$ cat config.mk
export PLATFORM = sky130hd
export DESIGN_NAME = tqvp_bus_master
export DESIGN_NICKNAME = d
export VERILOG_FILES = /design/src/rtl/tqvp_bus_master.sv
export SDC_FILE = /design/constraint.sdc
export NUM_CORES = 1
export LEC_CHECK = 0
export CAP_MARGIN = 20
export CORE_MARGIN = 2
export CORE_UTILIZATION = 49
export CTS_BUF_LIST = sky130_fd_sc_hd__clkbuf_8
export DETAILED_ROUTE_END_ITERATION = 8
export PLACE_DENSITY = 0.91
export SLEW_MARGIN = 10
export SYNTH_ARGS = -nofsm -noshare
export SYNTH_HDL_FRONTEND = slang
export SYNTH_SLANG_ARGS = --single-unit
$ cat constraint.sdc
create_clock -name clk -period 3.47 [get_ports clk]
set_input_delay 0.694 -clock clk [delete_from_list [all_inputs] [get_ports clk]]
set_output_delay 0.694 -clock clk [all_outputs]
set_load 0.03 [all_outputs]
$ cat src/rtl/tqvp_bus_master.sv
// Initiator for the TinyQV peripheral bus: accepts single read/write commands on a
// valid/ready request channel, runs one bus access, and returns data/status on a response channel.
module tqvp_bus_master #(
    parameter int TIMEOUT_CYCLES = 255,
    parameter int ADDR_W         = 6
) (
    input  logic              clk,
    input  logic              rst_n,
    input  logic              req_valid,
    output logic              req_ready,
    input  logic              req_write,
    input  logic [1:0]        req_size,
    input  logic [ADDR_W-1:0] req_addr,
    input  logic [31:0]       req_wdata,
    output logic              rsp_valid,
    input  logic              rsp_ready,
    output logic [31:0]       rsp_rdata,
    output logic              rsp_err,
    output logic [ADDR_W-1:0] periph_address,
    output logic [31:0]       periph_wdata,
    output logic [1:0]        periph_write_n,
    output logic [1:0]        periph_read_n,
    input  logic [31:0]       periph_rdata,
    input  logic              periph_ready,
    output logic [7:0]        err_count
);

    typedef enum logic [1:0] {
        IDLE  = 2'd0,
        WRITE = 2'd1,
        READ  = 2'd2,
        RESP  = 2'd3
    } state_t;

    localparam logic [1:0]  SIZE_ILLEGAL = 2'b11;
    localparam logic [1:0]  STROBE_IDLE  = 2'b11;
    localparam logic [15:0] TMO_LAST     = 16'(TIMEOUT_CYCLES - 1);

    state_t            state_reg,      state_next;
    logic [1:0]        size_reg,       size_next;
    logic [15:0]       tmo_reg,        tmo_next;
    logic [ADDR_W-1:0] addr_reg,       addr_next;
    logic [31:0]       wdata_reg,      wdata_next;
    logic [1:0]        write_n_reg,    write_n_next;
    logic [1:0]        read_n_reg,     read_n_next;
    logic [31:0]       rdata_reg,      rdata_next;
    logic              err_reg,        err_next;
    logic [7:0]        err_count_reg,  err_count_next;

    logic [31:0]       req_wdata_masked;
    logic [31:0]       periph_rdata_masked;
    logic [7:0]        err_count_inc;

    // Byte lane enables: lane 0 always, lane 1 for 16/32-bit, lanes 2-3 only for 32-bit.
    for (genvar gi = 0; gi < 4; gi++) begin : g_lane
        logic req_lane_en;
        logic rd_lane_en;
        if (gi == 0) begin : g_lane0
            assign req_lane_en = 1'b1;
            assign rd_lane_en  = 1'b1;
        end else if (gi == 1) begin : g_lane1
            assign req_lane_en = req_size[1] | req_size[0];
            assign rd_lane_en  = size_reg[1] | size_reg[0];
        end else begin : g_lane_hi
            assign req_lane_en = req_size[1];
            assign rd_lane_en  = size_reg[1];
        end
        assign req_wdata_masked[gi*8 +: 8]    = req_wdata[gi*8 +: 8]    & {8{req_lane_en}};
        assign periph_rdata_masked[gi*8 +: 8] = periph_rdata[gi*8 +: 8] & {8{rd_lane_en}};
    end

    assign err_count_inc = (err_count_reg == 8'hFF) ? err_count_reg : err_count_reg + 8'd1;

    assign req_ready      = (state_reg == IDLE) && rst_n;
    assign rsp_valid      = (state_reg == RESP);
    assign rsp_rdata      = rdata_reg;
    assign rsp_err        = err_reg;
    assign periph_address = addr_reg;
    assign periph_wdata   = wdata_reg;
    assign periph_write_n = write_n_reg;
    assign periph_read_n  = read_n_reg;
    assign err_count      = err_count_reg;

    always_comb begin
        state_next     = state_reg;
        size_next      = size_reg;
        tmo_next       = tmo_reg;
        addr_next      = addr_reg;
        wdata_next     = wdata_reg;
        write_n_next   = write_n_reg;
        read_n_next    = read_n_reg;
        rdata_next     = rdata_reg;
        err_next       = err_reg;
        err_count_next = err_count_reg;

        case (state_reg)
            IDLE: begin
                if (req_valid) begin
                    addr_next  = req_addr;
                    wdata_next = req_wdata_masked;
                    size_next  = req_size;
                    tmo_next   = 16'd0;
                    if (req_size == SIZE_ILLEGAL) begin
                        state_next     = RESP;
                        rdata_next     = 32'd0;
                        err_next       = 1'b1;
                        err_count_next = err_count_inc;
                    end else if (req_write) begin
                        state_next   = WRITE;
                        write_n_next = req_size;
                    end else begin
                        state_next  = READ;
                        read_n_next = req_size;
                    end
                end
            end
            WRITE: begin
                state_next   = RESP;
                write_n_next = STROBE_IDLE;
                rdata_next   = 32'd0;
                err_next     = 1'b0;
            end
            READ: begin
                // A ready in the last allowed cycle still wins over the timeout.
                if (periph_ready) begin
                    state_next  = RESP;
                    read_n_next = STROBE_IDLE;
                    rdata_next  = periph_rdata_masked;
                    err_next    = 1'b0;
                end else if (tmo_reg == TMO_LAST) begin
                    state_next     = RESP;
                    read_n_next    = STROBE_IDLE;
                    rdata_next     = 32'd0;
                    err_next       = 1'b1;
                    err_count_next = err_count_inc;
                end else begin
                    tmo_next = tmo_reg + 16'd1;
                end
            end
            RESP: begin
                if (rsp_ready) begin
                    state_next = IDLE;
                end
            end
            default: begin
                state_next = IDLE;
            end
        endcase
    end

    always_ff @(posedge clk) begin
        if (!rst_n) begin
            state_reg     <= IDLE;
            size_reg      <= 2'b00;
            tmo_reg       <= 16'd0;
            addr_reg      <= '0;
            wdata_reg     <= 32'd0;
            write_n_reg   <= STROBE_IDLE;
            read_n_reg    <= STROBE_IDLE;
            rdata_reg     <= 32'd0;
            err_reg       <= 1'b0;
            err_count_reg <= 8'd0;
        end else begin
            state_reg     <= state_next;
            size_reg      <= size_next;
            tmo_reg       <= tmo_next;
            addr_reg      <= addr_next;
            wdata_reg     <= wdata_next;
            write_n_reg   <= write_n_next;
            read_n_reg    <= read_n_next;
            rdata_reg     <= rdata_next;
            err_reg       <= err_next;
            err_count_reg <= err_count_next;
        end
    end

endmodule
==> results.yml <==
cts:
  cts_buffers: 9
  cts_hold_buf: 0
  worstSkewPairLatency_ps: 370
  cts_setup_buffers: 0
  cts_resized: 0
  clockRootBuffer: "clkbuf_8"
  cts_tree: "yes"
  ctsHtreeMaxLevel: 3
  clock_path_buffers: 2
  cts.clk_slew.worst_paths_ps: 110
  clock-sinks: 103
routing:
  drc: 1
  dr.pass1.iters: 7
  viasPerCell: 5.57
  dr_total_vias: 4280
  first_iter_violations: 171
  drtAntennaViolNets: 0
  wire_per_inst_um: 16.3
  drt_wl_total_um: 12500
cells_and_area:
  drive_gt1_frac: 0.0439
  area_growth_pct: 44.2
  nets: 742
  fin_cells: 769
  fill_cells: 627
  fin_area_sq_um: 6240
  antenna_cells: 0
global_route:
  track_usage: 0.251
  antenna_found_initial: 0
  grt_pass1_wl_um: 19800
  grt_max_degree: 49
  first_global_vias: 4142
  grt_overflow: 0
critical_path:
  end_kind: "flip-flop"
  crit_type: "in -> reg"
  worstPathRequired_ps: 3770
  cp_max_fo: 23
  worst_setup_path_start_kind: "input pin"
  worst_ep_arrival_time_ps: 2770
synth:
  async_flop_share: 0
  post_synth_num_cell_types: 46
  synth_top_cell_by_area: "dfxtp_1"
  syn_avg_cell_area_sq_um: 8.52
  yosys_register_bits: 103
  synth_top_area_share: 0.476
  synth_area_sq_um: 4330
  ys_top_cells_by_area: "dfxtp_1 (48%), nand2_1 (11%), mux2i_1 (8.3%)"
  yosys_warnings: 0
  synth_flop_cell: "dfxtp_1"
  synthCells: 508
  ys_seq_area_frac: 0.476
  synth_nets: 594
  synth_edf_count: 0
timing:
  setup_ws_ps: 994
  fin_crit_sh: 0.713
  hold_viol: 0
  rsz0062_at_grt: "no"
  slew_headroom: 0.481
  setup_viol: 0
  slew_viol_final: 0
  finClkSkew_ps: 14.3
  tns_ps: 0
  worst_pin_slew_ps: 768
  max_freq_ghz: 0.404
  period_minus_slack_ps: 2480
placed_design:
  placed_area_sq_um: 6030
  pre_cts_ws_ps: 675
  port_buffers: 162
  place_congestion: 0.836
  dpl.cell_count: 753
  place_hpwl_um: 8820
floorplanning:
  core_sq_um: 8640
  dieWidth_um: 98.0
  start_util: 0.501
  die_area_sq_um: 9600
  row_count: 34
  ios: 163
  die_y_um: 98.0
hold_path:
  hold_class: "reg -> reg"
run_status:
  outcome: "finished, violations left"
  violations: "design-rule violations"
job:
  cap_violations: 0
power:
  powerDensity_nw_per_um2: 554
  p_leak_nw: 2.38
  vdd_ir_drop_max_mv: 0.393
## per-layer routing
| layer | wire, um | track usage | vias up |
|---|---|---|---|
| li1 | - | - | 2038 |
| met1 | 5040 | 0.297 | 2052 |
| met4 | 263 | 0.107 | 0 |
| met3 | 1020 | 0.0680 | 21 |
| met5 | 0 | 0 | - |
| met2 | 6200 | 0.428 | 169 |
## power by group
part	total [mW]	switching, mW	internal [mW]
combinational	1.31	0.787	0.520
sequential	1.35	0.0715	1.28
clock	0.800	0.420	0.380
total	3.46	1.28	2.18
## final timing paths
kind                     from          endpoint  slack [ps]  depth (start not counted)
max               req_size[0]     rsp_rdata[28]         990                          6
min reg2reg  periph_wdata[25]  periph_wdata[25]         460                          2
min          periph_wdata[25]  periph_wdata[25]         460                          2
max reg2reg      state_reg[0]     rsp_rdata[28]        1050                          7
## worst max-delay path, stage by stage
cell	delay [ps]
clkdlybuf4s50_1	510
a21boi_0	460
nor3_1	160
o21ai_4	230
buf_4	460
mux2i_1	260
## cell families after synthesis
| logic type | synth area share |
|---|---|
| AOI/OAI and AO/OA | 0.116 |
| xor gates and xnor gates | 0.0283 |
| adders and majority gates | 0.0231 |
| buffers and inverters | 0.0399 |
| DFF | 0.476 |
| muxes | 0.0833 |
| and+or+nand+nor | 0.233 |
## area by class of cell
| class | count | area (sq um) | area share |
|---|---|---|---|
| clock inverters | 5 | 63.8 | 0.0102 |
| multi-input cells | 363 | 2100 | 0.337 |
| clock buffers | 11 | 151 | 0.0243 |
| well taps | 108 | 135 | 0.0216 |
| inverters | 9 | 33.8 | 0.00541 |
| flip-flops and latches | 103 | 2060 | 0.330 |
| repair buffers | 170 | 1690 | 0.271 |
## cell usage after synthesis (2+ instances only)
master / number
o32ai_1: 3
a22oi_1: 8
mux2i_1: 36
buf_1: 2
and4_1: 3
nand4_1: 9
o21a_1: 3
ha_1: 8
o21ai_0: 9
buf_2: 6
nor3_1: 4
or4_1: 3
inv_1: 8
dfxtp_1: 103
o221ai_1: 2
a21oi_1: 40
and2_1: 3
or3_1: 3
o211ai_1: 6
nor2_1: 30
xor2_1: 13
o31ai_1: 3
nand3_1: 24
clkbuf_1: 24
and3_1: 7
nand2_1: 128
## cells in the final DEF (no fill, tap or decap), types with 2 or more instances in the layout
cell	netlist	final
nor3_1	4	4
o221ai_1	2	2
ha_1	8	8
o31ai_1	3	3
nor2_1	30	30
and3_1	7	7
a22oi_1	8	8
buf_4	0	8
o21a_1	3	3
a21oi_1	40	40
inv_6	0	2
o21ai_0	9	9
nand4_1	9	9
clkbuf_8	0	11
or3_1	3	3
clkdlybuf4s50_1	0	161
nand2_1	128	128
and2_1	3	3
xor2_1	13	13
o32ai_1	3	3
and4_1	3	3
nand3_1	24	24
dfxtp_1	103	103
or4_1	3	3
mux2i_1	36	36
o211ai_1	6	6
inv_1	8	8
## through the flow
| stage | utilization | hold WS, ps | total power [mW] |
|---|---|---|---|
| 2_1_floorplan | - | 437 | 2.22 |
| 6_report | 0.723 | 461 | 3.46 |
| 5_1_grt | 0.723 | 470 | 3.61 |
| 4_1_cts | 0.723 | 461 | 3.46 |
| 3_5_place_dp | 0.698 | 447 | 2.67 |
| 3_3_place_gp | 0.698 | 437 | 2.62 |
(Power assumes the default switching activity.)
